File: config.mk
export PLATFORM = sky130hd
export DESIGN_NAME = xbar_master_port
export DESIGN_NICKNAME = d
export VERILOG_FILES = /design/src/rtl/xbar_master_port.sv
export SDC_FILE = /design/constraint.sdc
export NUM_CORES = 1
export LEC_CHECK = 0
export ABC_AREA = 1
export CAP_MARGIN = 20
export CORE_ASPECT_RATIO = 1.75
export CORE_UTILIZATION = 46
export DETAILED_ROUTE_END_ITERATION = 16
export MAX_ROUTING_LAYER = met4
export PLACE_DENSITY = 0.82
export SYNTH_ARGS = -nofsm -noshare
export SYNTH_HDL_FRONTEND = slang
export SYNTH_SLANG_ARGS = --single-unit
File: constraint.sdc
create_clock -name clk -period 4.7 [get_ports clk]
set_clock_uncertainty 0.2 [all_clocks]
set_input_delay 0.47 -clock clk [delete_from_list [all_inputs] [get_ports clk]]
set_output_delay 0.47 -clock clk [all_outputs]
set_load 0.02 [all_outputs]
File: src/rtl/xbar_master_port.sv
// xbar_master_port
// One output lane of the streaming crossbar, instantiated once per master.
// The lane selects the slave streams addressed to MASTER_ID and arbitrates
// among them round-robin. It then stays locked on the winner until that
// packet's last beat. The winner's payload goes to the master, and the
// master's ready goes back to the winner only.
//
// Optional build macro XBAR_OUT_REG_EN:
//   defined   - a 2-entry skid buffer registers {data,last,id} in front of the
//               master outputs. This adds one cycle of latency and keeps full
//               throughput.
//   undefined - the master outputs are a combinational pass-through of the
//               locked slave, with no added latency.
//
// All logic runs on the rising edge of clk. rst is synchronous and active-high.

module xbar_master_port #(
    parameter int T_DATA_WIDTH = 8,
    parameter int S_DATA_COUNT = 5,
    parameter int M_DATA_COUNT = 3,
    parameter int T_ID___WIDTH = $clog2(S_DATA_COUNT),
    parameter int T_DEST_WIDTH = $clog2(M_DATA_COUNT),
    parameter int MASTER_ID    = 0
) (
    input  logic                                 clk,
    input  logic                                 rst,
    input  logic [S_DATA_COUNT*T_DATA_WIDTH-1:0] s_data_i,
    input  logic [S_DATA_COUNT-1:0]              s_valid_i,
    input  logic [S_DATA_COUNT-1:0]              s_last_i,
    input  logic [S_DATA_COUNT*T_DEST_WIDTH-1:0] s_dest_i,
    output logic [S_DATA_COUNT-1:0]              s_ready_o,
    output logic [T_DATA_WIDTH-1:0]              m_data_o,
    output logic                                 m_valid_o,
    output logic                                 m_last_o,
    output logic [T_ID___WIDTH-1:0]              m_id_o,
    input  logic                                 m_ready_i,
    output logic                                 busy_o
);

    // FSM encoding
    localparam logic [0:0] ST_IDLE = 1'b0;
    localparam logic [0:0] ST_LOCK = 1'b1;

    localparam logic [T_ID___WIDTH-1:0] LAST_IDX = T_ID___WIDTH'(S_DATA_COUNT - 1);
    localparam logic [T_DEST_WIDTH-1:0] MY_DEST  = T_DEST_WIDTH'(MASTER_ID);

    logic [0:0]              state_q, state_d;
    logic [T_ID___WIDTH-1:0] ptr_q,   ptr_d;
    logic [T_ID___WIDTH-1:0] gnt_q,   gnt_d;

    logic [S_DATA_COUNT-1:0] req;
    logic [T_DATA_WIDTH-1:0] s_data_arr [S_DATA_COUNT];

    logic                    found;
    logic [T_ID___WIDTH-1:0] winner;

    logic                    locked;
    logic                    sel_valid;
    logic                    sel_last;
    logic [T_DATA_WIDTH-1:0] sel_data;

    // Ready presented to the locked slave, and a beat taken from it.
    logic                    src_ready;
    logic                    beat_in;

    // Unpack the slave payloads and decode which streams target this master.
    always_comb begin
        // NOTE: every signal written here gets a default first. A path that skips an assignment would otherwise infer a latch.
        req = '0;
        for (int i = 0; i < S_DATA_COUNT; i++) begin
            s_data_arr[i] = s_data_i[i*T_DATA_WIDTH +: T_DATA_WIDTH];
            req[i]        = s_valid_i[i] &&
                            (s_dest_i[i*T_DEST_WIDTH +: T_DEST_WIDTH] == MY_DEST);
        end
    end

    // Round-robin search. The first set request at or after ptr wins.
    always_comb begin
        found  = 1'b0;
        winner = '0;
        for (int k = 0; k < S_DATA_COUNT; k++) begin
            if (!found && req[T_ID___WIDTH'((int'(ptr_q) + k) % S_DATA_COUNT)]) begin
                found  = 1'b1;
                winner = T_ID___WIDTH'((int'(ptr_q) + k) % S_DATA_COUNT);
            end
        end
    end

    assign locked    = (state_q == ST_LOCK);
    assign sel_valid = s_valid_i[gnt_q];
    assign sel_last  = s_last_i[gnt_q];
    assign sel_data  = s_data_arr[gnt_q];
    assign beat_in   = locked && sel_valid && src_ready;
    assign busy_o    = locked;

    // Route the ready only to the locked slave. All other slaves see 0.
    always_comb begin
        s_ready_o = '0;
        if (locked) begin
            s_ready_o[gnt_q] = src_ready;
        end
    end

    // Arbitration and lock control.
    // Destination changes are ignored while locked because req is only consulted in IDLE.
    always_comb begin
        state_d = state_q;
        ptr_d   = ptr_q;
        gnt_d   = gnt_q;
        case (state_q)
            ST_IDLE: begin
                if (found) begin
                    gnt_d   = winner;
                    state_d = ST_LOCK;
                end
            end
            ST_LOCK: begin
                if (beat_in && sel_last) begin
                    ptr_d   = (gnt_q == LAST_IDX) ? '0 : gnt_q + T_ID___WIDTH'(1);
                    state_d = ST_IDLE;
                end
            end
            default: state_d = ST_IDLE;
        endcase
    end

    // FSM, pointer and grant registers.
    // A reset mid-packet drops the lock, so the packet's remainder re-arbitrates.
    always_ff @(posedge clk) begin
        // NOTE: state registers use non-blocking assignments so every flop samples pre-edge values.
        if (rst) begin
            state_q <= ST_IDLE;
            ptr_q   <= '0;
            gnt_q   <= '0;
        end else begin
            state_q <= state_d;
            ptr_q   <= ptr_d;
            gnt_q   <= gnt_d;
        end
    end

`ifdef XBAR_OUT_REG_EN

    // Two-entry skid buffer between the mux and the master outputs.
    logic [T_DATA_WIDTH-1:0] buf_data_q [2];
    logic                    buf_last_q [2];
    logic [T_ID___WIDTH-1:0] buf_id_q   [2];
    logic                    wr_ptr_q;
    logic                    rd_ptr_q;
    logic [1:0]              count_q;
    logic                    buf_rd;

    // The slave may push whenever a slot is free. Ready does not depend on m_ready_i.
    assign src_ready = (count_q != 2'd2);
    assign buf_rd    = (count_q != 2'd0) && m_ready_i;

    assign m_valid_o = (count_q != 2'd0);
    assign m_data_o  = buf_data_q[rd_ptr_q];
    assign m_last_o  = buf_last_q[rd_ptr_q];
    assign m_id_o    = buf_id_q[rd_ptr_q];

    // Buffer storage, pointers and occupancy.
    always_ff @(posedge clk) begin
        if (rst) begin
            // NOTE: the storage is cleared on reset as well as the occupancy, so the master outputs show zeros after reset.
            for (int i = 0; i < 2; i++) begin
                buf_data_q[i] <= '0;
                buf_last_q[i] <= 1'b0;
                buf_id_q[i]   <= '0;
            end
            wr_ptr_q <= 1'b0;
            rd_ptr_q <= 1'b0;
            count_q  <= 2'd0;
        end else begin
            if (beat_in) begin
                buf_data_q[wr_ptr_q] <= sel_data;
                buf_last_q[wr_ptr_q] <= sel_last;
                buf_id_q[wr_ptr_q]   <= gnt_q;
                wr_ptr_q             <= ~wr_ptr_q;
            end
            if (buf_rd) begin
                rd_ptr_q <= ~rd_ptr_q;
            end
            case ({beat_in, buf_rd})
                2'b10:   count_q <= count_q + 2'd1;
                2'b01:   count_q <= count_q - 2'd1;
                default: count_q <= count_q;
            endcase
        end
    end

`else

    // Pass-through: the locked slave sees the master's ready directly.
    assign src_ready = m_ready_i;

    // Drive the master from the locked slave. Outputs are zero while idle.
    always_comb begin
        m_valid_o = 1'b0;
        m_last_o  = 1'b0;
        m_data_o  = '0;
        m_id_o    = '0;
        if (locked) begin
            m_valid_o = sel_valid;
            m_last_o  = sel_last;
            m_data_o  = sel_data;
            m_id_o    = gnt_q;
        end
    end

`endif

endmodule

---- Yosys cells after proc, flatten, opt, wreduce, memory -nomap -nowiden ----
Cells that the tools add are included.
word-level totals
  word-level logic and storage cells ...... 92
  output and inout bits ................... 19
  bits in registers ....................... 7
  input bits .............................. 63
cells by class
  $add $sub $neg .......................... 5
  reduce and logical (&&, ||, !) cells .... 24
  equal/unequal tests ..................... 1
  div/mod/pow operators ................... 5
  mux-type cells .......................... 43
  $lt $le $gt $ge ......................... 8
  bitwise operators ....................... 3
operator list
  kind                   count
  $mod 32x4->32 const B  4
  $mod 4x4->32 const B   1
  $lt 3x5->1 const B     5
  $bmux 8 s3             1
  $mux 8                 3
  $mux 1                 22
  $bmux 1 s3             7
  $mux 3                 7
  $logic_and 1x1->1      13
  $logic_not 2->1        5
  $add 3x2->4 const B    2
  $and 5x5->5            1
  $mux 5                 1
  $add 3x1->4 const B    1
  $add 3x3->4 const B    1
  $ge 4x4->1 const B     1
  $logic_not 1->1        4
  $lt 3x4->1 const B     1
  $not 3->4              1
  $reduce_and 2->1       2
  $add 3x1->3 const B    1
  $demux 1 s3            1
  $eq 3x3->1 const B     1
  $ge 3x1->1 const B     1
  2 further kinds        2

---- Depth between registers and ports, before layout ----
  word-level depth ........................ 20
  gate-level depth with buffers ........... 26
  depth with buffers taken out ............ 26

---- Worst setup path before layout ----
No wires, ideal clock.
  kind .................................... register to register
  from .................................... reg ptr_q[0]
  to ...................................... reg gnt_q[1]
  path slack .............................. 1225 ps
  buffers on the path ..................... 0
  arrival time ............................ 3160 ps
  required time ........................... 4385 ps
  clock period less this slack ............ 3475 ps
  library setup time ...................... 115 ps
  stages on the path, launching flop included .. 25
  cell sequence ........................... dfxtp_1 -> inv_1 -> ha_1 -> inv_1 -> ha_1 -> inv_1 -> ha_1 -> nor2_1 -> nand2_1 -> nand2_2 -> xor2_1 -> ha_1 -> inv_1 -> o21ai_2 -> nand3_1 -> nand2_2 -> nand2_1 -> nand3_1 -> nand3_2 -> nand2_2 -> nand3_2 -> nand2_4 -> inv_2 -> o21bai_1 -> nor2_1
between the ends
  longest elaborated chain between the ends .. 18
  elaborated cells between the ends (all ways) .. 43
  those cells by class .................... add/sub: 4; div: 5; mux: 25; reduce/logical: 9
ends and longest elaborated chain
  item                                                    RTL line  RTL
  start: declaration                                      48        logic [T_ID___WIDTH-1:0] ptr_q, ptr_d;
  start signal: assignment                                137       ptr_q <= ptr_d;
  branches (longest 18 deep; another with $mod 32x4->32)  n/a
  end signal: assignment                                  138       gnt_q <= gnt_d;
  end: declaration                                        49        logic [T_ID___WIDTH-1:0] gnt_q, gnt_d;
Several ways; the timed one is not identified. The select of a mux whose other input is x is not followed.
A chain may end at the register's enable or synchronous reset.

---- Worst setup path after layout ----
  from .................................... reg ptr_q[1]
  to ...................................... reg gnt_q[2]
The elaborated chain is that of the path after synthesis.

==> impl_metrics.yaml <==
die:
  die_area_um2: 5150
  die-width_um: 54.7
  die_y_um: 94.2
  core_um2: 4670
  start_util: 0.479
  std_cell_rows: 33
  ioPinCount: 82
timing:
  min_period_over_period: 0.818
  setup_viol: 0
  fin_tns_setup_ns: 0
  slew_violations: 0
  relSlewSlack: 0.549
  max_freq_mhz: 260
  tightest_slew_ns: 0.675
  layout_min_cycle_time_ns: 3.84
  rsz0062_at_grt: "false"
  hold_violations: 0
  fin_ws_ns: 0.856
cells_and_area:
  area_delta_synth_final_pct: 39.9
  fill_cells: 471
  final_common_cell: "nand2_1"
  nets: 565
  layout_common_cells: "99 x nand2_1, 81 x clkdlybuf4s50_1, 60 x inv_1"
  final_layout_size_suffix_gt1_frac: 0.106
  antenna_cells: 0
min_path:
  whs_endpoint: "ptr_q[2]"
  hold_depth: 2
  worstHoldStart: "ptr_q[2]"
  hold_path.class: "flop to flop"
power_and_ir_drop:
  p_seq_frac: 0.089
  p_per_area_nw_per_um2: 381
  p_switching_uw: 664
  ir_worst_vdd_v: 0.000213
  swShare: 0.558
  internal_power_uw: 527
  pwr-share-comb: 0.840
  pwr-share-clk: 0.071
  cellLeakagePower_nw: 1.54
setup_path:
  start_kind: "flop"
  crit_slowest_cell: "dfxtp_1"
  cp_cell_sequence: "inv_2 -> ha_1 -> inv_1 -> ha_1 -> nor2_1 -> nand2_1 -> nand2_2 -> xor2_1 -> ha_1 -> inv_1 -> o21ai_2 -> nand3_1 -> nand2_2 -> nand2_1 -> nand3_1 -> nand3_2 -> nand2_2 -> nand3_2 -> nor2_1 -> nor2_1 -> nand2_1 -> a21oi_1"
  r2r_cells: 22
  regToRegSetupSlack_ns: 0.86
  crit_type: "flop to flop"
  r2r-start: "ptr_q[1]"
  worstPathMaxFanout: 8
  critPathCaptureType: "flop"
  cp.required_ns: 4.60
  max_stage_delay_ns: 0.50
  critPathArrivalTime_ns: 3.74
  rr_endpoint: "gnt_q[2]"
synth:
  yosys_warnings: 0
  synth-seq-cells: 7
  ys_seq_area_frac: 0.0627
  syn_area_per_cell_um2: 5.57
  synth_cell_types: 40
  netlist_instances: 401
  syn-num-nets: 484
  synthesis.area_um2: 2230
global_route:
  grt_pass1_vias: 2679
  grt.overflow.total: 0
  grt_max_degree: 26
  grt_pass1_wl_um: 11100
  grt_usage: 0.294
  antenna_found_initial: 0
cts:
  postCtsSetupBuffers: 0
  cts_tree: "yes"
  h-tree-depth: 1
  cts-root-buf: "clkbuf_8"
  ctsResizeCount: 0
  clk-insertion-delay-late_ns: 0.22
  cts.clk_slew.worst_paths_ns: 0.04
  cts_buffers: 3
  clockBufferDepth: 2
  cts_hold_buf: 0
  clock-sinks: 7
place:
  gp_congestion: 1.04
  portBuffers: 81
  dpl_worst_slack_ns: 0.882
  dp_hpwl_um: 6140
route:
  ant_nets: 0
  dr_total_vias: 2885
  wl_per_cell_um: 13.6
  drcViolationCount: 0
  drt_first_pass_iters: 4
  wirelength_um: 7260
  viasPerCell: 5.41
  drt_first_iter_violations: 91
outcome:
  status: "finished, final reports clean"
job:
  drv_cap: 0
==> layer usage <==
metal,share of wire,routed length (um),global-route usage
met1,0.34,2470,0.253
met2,0.54,3930,0.588
met3,0.089,648,0.0340
met4,0.029,212,0.105
met5,0,0,-
==> power by group through the flow <==
stage | Combinational (mW) | Sequential, mW | Clock, mW
after floorplan | 0.728 | 0.0929 | 0
after global placement | 0.977 | 0.106 | 0
after detailed placement | 0.995 | 0.107 | 0
after CTS | 1.00 | 0.106 | 0.0855
after global routing | 1.12 | 0.109 | 0.0909
final | 1.00 | 0.106 | 0.0849
==> final cells by class <==
cell class	count	area [um2]	area share
multi-input cells	319	1780	0.569
repair buffers	86	848	0.271
inverters	65	248	0.0792
flip-flops and latches	7	140	0.0448
well taps	52	65.1	0.0208
clock buffers	4	45.0	0.0144
==> synth_stat cells <==
cell	count	area share
nand2_1	99	0.17
inv_1	60	0.10
nor2_1	40	0.067
nand3_1	36	0.081
o21ai_0	29	0.065
ha_1	20	0.11
nand2_2	19	0.053
a21oi_1	16	0.036
o221ai_1	9	0.035
nand3_2	8	0.036
dfxtp_1	7	0.063
nor3_1	7	0.016
clkbuf_1	5	0.0084
nand4_1	5	0.014
o21ai_2	5	0.020
xor2_1	4	0.016
nand3b_1	3	0.010
o21ai_1	3	0.0067
a211oi_1	2	0.0067
clkbuf_8	2	0.012
inv_2	2	0.0034
nor2_4	2	0.010
a21boi_0	1	0.0034
a21oi_4	1	0.0073
buf_1	1	0.0017
buf_6	1	0.0050
clkbuf_2	1	0.0022
clkinv_1	1	0.0017
clkinv_2	1	0.0022
inv_4	1	0.0028
nand2_4	1	0.0050
nor2_2	1	0.0028
nor4_1	1	0.0028
o211ai_1	1	0.0034
o211ai_2	1	0.0056
o21a_1	1	0.0034
o21bai_1	1	0.0034
o31ai_1	1	0.0034
or2_2	1	0.0028
xnor2_1	1	0.0039
==> worst max-delay path by stage <==
| stage | start | end | slack [ns] | cells after the start |
|---|---|---|---|---|
| after floorplan | ptr_q[0] | gnt_q[1] | 1.22 | 24 |
| after global placement | ptr_q[1] | gnt_q[1] | 1.03 | 22 |
| after detailed placement | ptr_q[1] | gnt_q[1] | 0.88 | 22 |
| after CTS | ptr_q[1] | gnt_q[1] | 0.88 | 22 |
| after global routing | ptr_q[1] | gnt_q[0] | 0.40 | 22 |
| final | ptr_q[1] | gnt_q[2] | 0.86 | 22 |
==> worst max-delay path, delay by kind of cell (launching register included) <==
| kind | cells | cell delay [ns] |
|---|---|---|
| AO/OA/AOI/OAI | 2 | 0.26 |
| XOR/XNOR | 1 | 0.25 |
| adder cells (fa/ha/maj) | 3 | 0.87 |
| buffers and inverters | 3 | 0.36 |
| flip-flops | 1 | 0.50 |
| AND/OR/NAND/NOR | 13 | 1.28 |
==> flip-flops by register name, summed over array words and instances, names as in the netlist <==
name,flops
busy_o,1
gnt_q,3
ptr_q,3
==> logic make-up (layout without fill, tap and decap cells) <==
group,count (synthesis),after routing,synth area share
compound gates,71,71,0.199
flops,7,7,0.0627
xor+xnor,5,5,0.0196
fa+ha+maj,20,20,0.112
buf+inv,75,155,0.141
simple gates,223,223,0.466
==> stage by stage <==
stage	power [mW]	area [um2]	cells	utilization	hold WS, ns
finish	1.19	3130	533	0.670	0.319
global route	1.32	3130	533	0.670	0.346
CTS	1.19	3130	533	0.670	0.321
detailed placement	1.10	3080	529	0.660	0.314
global placement	1.08	3080	529	0.660	0.307
floorplan	0.820	2230	401	-	0.337
Note: power is estimated with default switching activity, not from simulation.
